$ cat config.mk
export PLATFORM = sky130hd
export DESIGN_NAME = conv_engine
export DESIGN_NICKNAME = d
export VERILOG_FILES = /design/src/rtl/conv_engine.sv
export SDC_FILE = /design/constraint.sdc
export NUM_CORES = 1
export LEC_CHECK = 0
export ABC_AREA = 1
export CAP_MARGIN = 20
export CORE_UTILIZATION = 55
export DETAILED_ROUTE_END_ITERATION = 8
export GPL_TIMING_DRIVEN = 0
export PLACE_DENSITY_LB_ADDON = 0.1
export SETUP_SLACK_MARGIN = 0.02
export SLEW_MARGIN = 30
export SYNTH_ARGS = -nofsm -noshare
export SYNTH_HDL_FRONTEND = slang
export SYNTH_SLANG_ARGS = --single-unit
$ cat constraint.sdc
create_clock -name clk -period 14.35 [get_ports clk]
set_input_delay 2.1525 -clock clk [delete_from_list [all_inputs] [get_ports clk]]
set_output_delay 2.1525 -clock clk [all_outputs]
set_load 0.05 [all_outputs]
$ cat src/rtl/conv_engine.sv
// conv_engine: sequential KxK convolution, one output pixel per T+2 cycles (T = cin*K*K taps); optional CONV_BIAS_EN preloads bias.
// Reads issue on the start/handshake edge, out_valid rises T+1 edges later; out_ready low stalls in OUT with no reads.
module conv_engine #(
  parameter int K          = 3,
  parameter int MAX_H      = 16,
  parameter int MAX_W      = 16,
  parameter int MAX_CIN    = 8,
  parameter int DATA_WIDTH = 8,
  parameter int ACC_WIDTH  = 24,
  parameter int IMG_AW     = 11,
  parameter int W_AW       = 7
) (
  input  logic                  clk,
  input  logic                  rst_n,
  input  logic                  clear,
  input  logic                  start,
  input  logic [4:0]            cfg_in_h,
  input  logic [4:0]            cfg_in_w,
  input  logic                  cfg_stride2,
  input  logic [3:0]            cfg_cin,
  input  logic                  cfg_relu,
  output logic                  img_rd_en,
  output logic [IMG_AW-1:0]     img_addr,
  input  logic [DATA_WIDTH-1:0] img_rdata,
  output logic                  w_rd_en,
  output logic [W_AW-1:0]       w_addr,
  input  logic [DATA_WIDTH-1:0] w_rdata,
  input  logic [ACC_WIDTH-1:0]  bias,
  output logic                  out_valid,
  input  logic                  out_ready,
  output logic [ACC_WIDTH-1:0]  out_pixel,
  output logic [9:0]            out_idx,
  output logic                  busy,
  output logic                  done,
  output logic                  cfg_err
);

  localparam int KW = (K > 1) ? $clog2(K) : 1;
  localparam int PW = 2 * DATA_WIDTH + 2;
  localparam logic [4:0]    K5    = 5'(K);
  localparam logic [4:0]    MH5   = 5'(MAX_H);
  localparam logic [4:0]    MW5   = 5'(MAX_W);
  localparam logic [3:0]    MC4   = 4'(MAX_CIN);
  localparam logic [KW-1:0] KLAST = KW'(K - 1);

  typedef enum logic [1:0] {IDLE, FETCH, DRAIN, OUT} state_t;
  state_t state, state_nx;

  logic issue, load_cfg, pix_adv, done_nx, err_nx, cfg_bad;

  logic [IMG_AW-1:0] w_q, hw_q, sw_q, w_e, hw_e, sw_e;
  logic [4:0]        out_w_q, out_h_q, out_w_e, out_h_e;
  logic              s_q, s_e, relu_q;
  logic [3:0]        cin_q, cin_e;

  logic [KW-1:0]     kx_q, ky_q, cur_kx, cur_ky;
  logic [3:0]        c_q, cur_c;
  logic [W_AW-1:0]   widx_q, cur_widx;
  logic [IMG_AW-1:0] row_off_q, ch_base_q, row_org_q, col_org_q;
  logic [IMG_AW-1:0] cur_row_off, cur_ch_base, cur_row_org, cur_col_org, issue_addr;
  logic [4:0]        ox_q, oy_q, cur_ox, cur_oy;
  logic              last_kx, last_ky, last_c, last_tap, last_ox, last_oy;

  logic              rd_en_q, first_q, last_q, rd_d, first_d, last_d, pix_last_q;
  logic [9:0]        pix_idx;
  logic [IMG_AW-1:0] img_addr_q;
  logic [W_AW-1:0]   w_addr_q;
  logic [ACC_WIDTH-1:0] acc, acc_base, prod_ext, sum, out_pixel_q, bias_q;
  logic [PW-1:0]     pix_x, wgt_x, prod;
  logic [9:0]        out_idx_q;
  logic              done_q, err_q;

  assign cfg_bad = (cfg_in_h < K5) || (cfg_in_w < K5) || (cfg_in_h > MH5) ||
                   (cfg_in_w > MW5) || (cfg_cin == 4'd0) || (cfg_cin > MC4);

  // In IDLE the derived config comes straight from the inputs so tap 0 can issue on the start edge.
  always_comb begin
    if (state == IDLE) begin
      w_e     = IMG_AW'(cfg_in_w);
      hw_e    = IMG_AW'(cfg_in_h) * IMG_AW'(cfg_in_w);
      sw_e    = cfg_stride2 ? (IMG_AW'(cfg_in_w) << 1) : IMG_AW'(cfg_in_w);
      s_e     = cfg_stride2;
      cin_e   = cfg_cin;
      out_w_e = ((cfg_in_w - K5) >> cfg_stride2) + 5'd1;
      out_h_e = ((cfg_in_h - K5) >> cfg_stride2) + 5'd1;
    end else begin
      w_e     = w_q;
      hw_e    = hw_q;
      sw_e    = sw_q;
      s_e     = s_q;
      cin_e   = cin_q;
      out_w_e = out_w_q;
      out_h_e = out_h_q;
    end
  end

  always_comb begin
    if (state == IDLE) begin
      cur_kx = '0; cur_ky = '0; cur_c = '0; cur_widx = '0;
      cur_row_off = '0; cur_ch_base = '0; cur_row_org = '0; cur_col_org = '0;
      cur_ox = '0; cur_oy = '0;
    end else begin
      cur_kx = kx_q; cur_ky = ky_q; cur_c = c_q; cur_widx = widx_q;
      cur_row_off = row_off_q; cur_ch_base = ch_base_q;
      cur_row_org = row_org_q; cur_col_org = col_org_q;
      cur_ox = ox_q; cur_oy = oy_q;
    end
  end

  assign last_kx    = (cur_kx == KLAST);
  assign last_ky    = (cur_ky == KLAST);
  assign last_c     = (cur_c == cin_e - 4'd1);
  assign last_tap   = last_kx && last_ky && last_c;
  assign last_ox    = (cur_ox == out_w_e - 5'd1);
  assign last_oy    = (cur_oy == out_h_e - 5'd1);
  assign issue_addr = cur_ch_base + cur_row_off + cur_row_org + cur_col_org + IMG_AW'(cur_kx);

  always_ff @(posedge clk or negedge rst_n) begin
    if (!rst_n)     state <= IDLE;
    else if (clear) state <= IDLE;
    else            state <= state_nx;
  end

  // FETCH ends on the cycle where the last tap is on the read port.
  always_comb begin
    state_nx = state;
    issue    = 1'b0;
    load_cfg = 1'b0;
    pix_adv  = 1'b0;
    done_nx  = 1'b0;
    err_nx   = 1'b0;
    case (state)
      IDLE: begin
        if (start) begin
          if (cfg_bad) begin
            done_nx = 1'b1;
            err_nx  = 1'b1;
          end else begin
            load_cfg = 1'b1;
            issue    = 1'b1;
            state_nx = FETCH;
          end
        end
      end
      FETCH: begin
        if (last_q) state_nx = DRAIN;
        else        issue    = 1'b1;
      end
      DRAIN: state_nx = OUT;
      OUT: begin
        if (out_ready) begin
          pix_adv = 1'b1;
          if (pix_last_q) begin
            done_nx  = 1'b1;
            state_nx = IDLE;
          end else begin
            issue    = 1'b1;
            state_nx = FETCH;
          end
        end
      end
      default: state_nx = IDLE;
    endcase
  end

  assign pix_x    = {{(PW-DATA_WIDTH){1'b0}}, img_rdata};
  assign wgt_x    = {{(PW-DATA_WIDTH){w_rdata[DATA_WIDTH-1]}}, w_rdata};
  assign prod     = pix_x * wgt_x;
  assign prod_ext = {{(ACC_WIDTH-PW){prod[PW-1]}}, prod};
`ifdef CONV_BIAS_EN
  assign acc_base = first_d ? bias_q : acc;
`else
  logic [ACC_WIDTH-1:0] bias_unused;
  assign bias_unused = bias;
  assign acc_base    = first_d ? '0 : acc;
`endif
  assign sum = acc_base + prod_ext;

  always_ff @(posedge clk or negedge rst_n) begin
    if (!rst_n) begin
      w_q <= '0; hw_q <= '0; sw_q <= '0; out_w_q <= '0; out_h_q <= '0;
      s_q <= 1'b0; relu_q <= 1'b0; cin_q <= '0;
      kx_q <= '0; ky_q <= '0; c_q <= '0; widx_q <= '0;
      row_off_q <= '0; ch_base_q <= '0; row_org_q <= '0; col_org_q <= '0;
      ox_q <= '0; oy_q <= '0; pix_last_q <= 1'b0; bias_q <= '0;
      rd_en_q <= 1'b0; first_q <= 1'b0; last_q <= 1'b0;
      rd_d <= 1'b0; first_d <= 1'b0; last_d <= 1'b0;
      img_addr_q <= '0; w_addr_q <= '0; acc <= '0; out_pixel_q <= '0;
      out_idx_q <= '0; pix_idx <= '0; done_q <= 1'b0; err_q <= 1'b0;
    end else if (clear) begin
      w_q <= '0; hw_q <= '0; sw_q <= '0; out_w_q <= '0; out_h_q <= '0;
      s_q <= 1'b0; relu_q <= 1'b0; cin_q <= '0;
      kx_q <= '0; ky_q <= '0; c_q <= '0; widx_q <= '0;
      row_off_q <= '0; ch_base_q <= '0; row_org_q <= '0; col_org_q <= '0;
      ox_q <= '0; oy_q <= '0; pix_last_q <= 1'b0; bias_q <= '0;
      rd_en_q <= 1'b0; first_q <= 1'b0; last_q <= 1'b0;
      rd_d <= 1'b0; first_d <= 1'b0; last_d <= 1'b0;
      img_addr_q <= '0; w_addr_q <= '0; acc <= '0; out_pixel_q <= '0;
      out_idx_q <= '0; pix_idx <= '0; done_q <= 1'b0; err_q <= 1'b0;
    end else begin
      done_q  <= done_nx;
      err_q   <= err_nx;
      rd_en_q <= issue;
      first_q <= issue && (cur_widx == '0);
      last_q  <= issue && last_tap;
      rd_d    <= rd_en_q;
      first_d <= first_q;
      last_d  <= last_q;

      if (load_cfg) begin
        w_q <= w_e; hw_q <= hw_e; sw_q <= sw_e; s_q <= s_e; cin_q <= cin_e;
        out_w_q <= out_w_e; out_h_q <= out_h_e; relu_q <= cfg_relu;
        pix_idx <= '0;
      end else if (pix_adv) begin
        pix_idx <= pix_idx + 10'd1;
      end

      // Counters always hold the next tap to issue; they roll over to the next pixel on its last tap.
      if (issue) begin
        img_addr_q  <= issue_addr;
        w_addr_q    <= cur_widx;
        if (cur_widx == '0) bias_q <= bias;
        widx_q      <= last_tap ? '0 : cur_widx + W_AW'(1);
        kx_q        <= last_kx ? '0 : cur_kx + KW'(1);
        ky_q        <= cur_ky;
        row_off_q   <= cur_row_off;
        c_q         <= cur_c;
        ch_base_q   <= cur_ch_base;
        row_org_q   <= cur_row_org;
        col_org_q   <= cur_col_org;
        ox_q        <= cur_ox;
        oy_q        <= cur_oy;
        if (last_kx) begin
          ky_q      <= last_ky ? '0 : cur_ky + KW'(1);
          row_off_q <= last_ky ? '0 : cur_row_off + w_e;
        end
        if (last_kx && last_ky) begin
          c_q       <= last_c ? '0 : cur_c + 4'd1;
          ch_base_q <= last_c ? '0 : cur_ch_base + hw_e;
        end
        if (last_tap) begin
          pix_last_q <= last_ox && last_oy;
          if (last_ox) begin
            ox_q      <= '0;
            col_org_q <= '0;
            oy_q      <= last_oy ? '0 : cur_oy + 5'd1;
            row_org_q <= last_oy ? '0 : cur_row_org + sw_e;
          end else begin
            ox_q      <= cur_ox + 5'd1;
            col_org_q <= cur_col_org + (s_e ? IMG_AW'(2) : IMG_AW'(1));
          end
        end
      end

      if (rd_d) begin
        acc <= sum;
        if (last_d) begin
          out_pixel_q <= (relu_q && sum[ACC_WIDTH-1]) ? '0 : sum;
          out_idx_q   <= pix_idx;
        end
      end
    end
  end

  assign img_rd_en = rd_en_q;
  assign w_rd_en   = rd_en_q;
  assign img_addr  = img_addr_q;
  assign w_addr    = w_addr_q;
  assign out_valid = (state == OUT);
  assign out_pixel = out_pixel_q;
  assign out_idx   = out_idx_q;
  assign busy      = (state != IDLE);
  assign done      = done_q;
  assign cfg_err   = err_q;

endmodule

==> metrics.txt <==
r2r endpoint=img_addr[10]$_DFFE_PN0P_; register area share after synthesis=approximately 30%; DRT Pass-1 Iters=6; max-slew violation count=0; Reg-to-Reg Start=state[0]$_DFFE_PN0P_; CTS tree=built; post-synth cell types=just under 60; Buf/Inv on CP=8; synth-to-layout area growth=11.8%; EDFF count, synth=0; Fillers=2913; yosys warns=0; slowest CP cell=fa_1; slew margin rel.=29.4%; worst hold path depth=2; Hold Buf Count CTS=0; initial core utilization=a little under three fifths; Antenna Cells=0; number of global-route vias before repair=roughly 16000; post-synth top area share=between 30 and 40%; Die Width=about 180 um; register bit total from synthesis=about 220; total track usage=~31%; Num Clock Sinks=between 200 and 250; Fmax=roughly 110 MHz; Overflow after GRT=0; RD Place Congestion=approximately 0.95; vias per cell=5.54; worst hold path class=flip-flop to flip-flop; status=finished clean; Boundary Pins=~120; Max Cap Viol=0; hold_sp=first_q$_DFF_PN0_; Critical Path Start=w_rdata[7]; fin crit share=about 62%; Die Y=~180 um; Avg Inst Size Synth=around 7.4 um2; postcts setup bufs=0; ys flop type=dfrtp_1; area taken by multi-input logic gates=10400 um2; worst reg2reg path depth=26; largest net degree at the start of global routing=between 80 and 90; CTS Buf Count=26; cell area power density=~130 nW/um2; CP Launch Type=primary input; core area=roughly 32000 um2; HPWL after detailed placement=between 30000 and 40000 um; area of the mapped netlist=~18000 um2; Crit Path Max Fanout=10; Detail Route Antenna Nets=0; final setup fails=0; WP data arrival=between 9000 and 10000 ps; syn nets=between 2000 and 3000; CP delay by family, top=adder cells; CTS max path bufs=3; I/O Buffers=73; Post-Syn Instances=around 2400; clk slew on worst S/H paths=60 ps; layout cell share with drive strength beyond 1=6.35%; FF+latch area=between 5000 and 6000 um2; CP most frequent cell=nand2_1; maximum vdd drop=between 90 and 100 uV; WL final=49500 um; final setup skew=around 15 ps; data required time at the worst endpoint=14830 ps; critical path type=primary input to flip-flop; DR vias=around 16000; clk_lat worst skew=550 ps; TNS Setup=0 ps; Least-Margin Pin Slew=about 1100 ps; Hold Path Sink=first_d$_DFF_PN0_; die area=~33000 um2; Hold Vio Cnt, Final=0; DR DRC count=0; FP Rows=65; synth top area cells=dfrtp_1 30%, nand2_1 12%, ha_1 10%; CP peak stage delay=560 ps; initial drt markers=1161; Synth area leader=dfrtp_1; ys async rst share=100%; P_leak=between 10 and 15 nW; first-pass GRT wire length=between 80000 and 90000 um; CTS root buffer=clkbuf_16; post-CTS sizing=0; Avg WL per Cell=around 17 um; unrepaired setup endpoints after global routing=no; H-Tree Depth=1; initial antenna violation count=0; Design Power=about 2.6 mW; post-route minimum period=8950 ps; R2R Setup Slk=8170 ps; nets=about 2800; CP endpoint kind=flip-flop
cells by family after synthesis:
group,Yosys count,synth area share [%]
adders and majority gates,216,18.2
and+or+nand+nor,1018,24.5
DFF,215,30.2
AOI/OAI and AO/OA,393,12.3
buffers and inverters,508,11.4
xor gates and xnor gates,67,3.38
worst register-to-register path: stages (launching register included):
cell	delay (ps)
dfrtp_1	440
inv_1	130
ha_1	180
buf_6	150
buf_6	180
buf_2	240
buf_2	310
buf_2	330
buf_2	360
buf_2	400
buf_2	310
nor2_1	150
fa_1	500
inv_1	60
fa_1	460
fa_1	430
fa_1	450
inv_1	80
a21oi_1	80
inv_1	70
a21oi_1	60
o21bai_1	170
nand2_1	90
nand2_1	70
a21oi_1	80
xor2_1	140
o21ai_0	190
synthesized netlist by cell type (all sizes together) (2+ instances only):
master	instances
o22ai	40
nand2	595
xnor2	23
ha	143
nand3	136
o2111ai	4
nor3	17
o211ai	11
nor2	217
or2	12
clkinv	3
a211oi	4
nor4	3
nor3b	3
o21ai	178
a31o	2
buf	46
o21bai	7
nand3b	9
clkbuf	46
o31ai	10
o32ai	4
a31oi	3
nand4	24
dfrtp	215
xor2	44
a21oi	119
inv	413
a21o	2
a22oi	2
fa	73
cell type report:
class	count	share of cell area [%]
tap	402	2.52
multi-input combinational	1694	52.2
buffer	92	2.37
clock inverter	12	0.396
clock buffer	33	3.70
timing repair buffer	75	3.97
inverter	416	7.85
sequential	215	27.0
layout by cell type, fill, tap and decap left out, types with 23 or more instances in the layout:
| cell type | n |
|---|---|
| ha_1 | 143 |
| a21oi_1 | 118 |
| clkdlybuf4s50_1 | 72 |
| clkbuf_16 | 27 |
| xor2_1 | 42 |
| nor2_1 | 203 |
| nand3_1 | 130 |
| nand2_1 | 577 |
| buf_2 | 24 |
| clkbuf_1 | 48 |
| o21ai_0 | 162 |
| fa_1 | 73 |
| xnor2_1 | 23 |
| inv_1 | 400 |
| o22ai_1 | 40 |
| dfrtp_1 | 215 |
per-stage QoR:
| stage | setup WS (ps) | cells | hold WS (ps) | cell area, um2 | utilization [%] |
|---|---|---|---|---|---|
| after detailed placement | 4880 | 2894 | 462 | 19100 | 60.3 |
| after global placement | 1750 | 2892 | 441 | 19100 | 60.1 |
| final | 5400 | 2939 | 471 | 19900 | 62.8 |
| after global routing | 4960 | 2939 | 487 | 19900 | 62.8 |
| after floorplan | 6340 | 2417 | 434 | 17800 | - |
| after CTS | 5420 | 2939 | 477 | 19900 | 62.8 |
power breakdown:
group / internal (mW) / switching (mW) / leakage (nW)
registers: 0.631 / 0.0149 / 2.99
clock network: 0.363 / 0.276 / 0.388
logic: 0.393 / 0.910 / 7.01
total: 1.39 / 1.20 / 10.4
sequential cells by signal, summed over array words and instances (netlist names), 4 cells and up:
register and cells:
acc 24, out_pixel 24, ch_base_q 11, col_org_q 11, hw_q 11, img_addr 11, row_off_q 11, row_org_q 11
sw_q 11, w_q 11, out_idx 10, pix_idx 10, w_addr 7, widx_q 7, out_h_q 5, out_w_q 5
ox_q 5, oy_q 5, c_q 4, cin_q 4
how the worst max path moves through the flow:
stage	end	depth (start not counted)
floorplan	out_pixel[11]$_DFFE_PN0P_	37
global placement	out_pixel[13]$_DFFE_PN0P_	1
detailed placement	out_pixel[21]$_DFFE_PN0P_	39
CTS	out_pixel[21]$_DFFE_PN0P_	39
global route	out_pixel[1]$_DFFE_PN0P_	39
finish	out_pixel[21]$_DFFE_PN0P_	39
metal layers:
| metal | vias to the layer above | wire length (um) | global-route usage [%] |
|---|---|---|---|
| met3 | 119 | 2730 | 3.23 |
| met4 | 0 | 2280 | 13.6 |
| met5 | - | 0 | 0 |
| li1 | 7894 | - | - |
| met1 | 7753 | 19900 | 37.7 |
| met2 | 513 | 24500 | 55.2 |
Power figures use the tool's default switching activity.
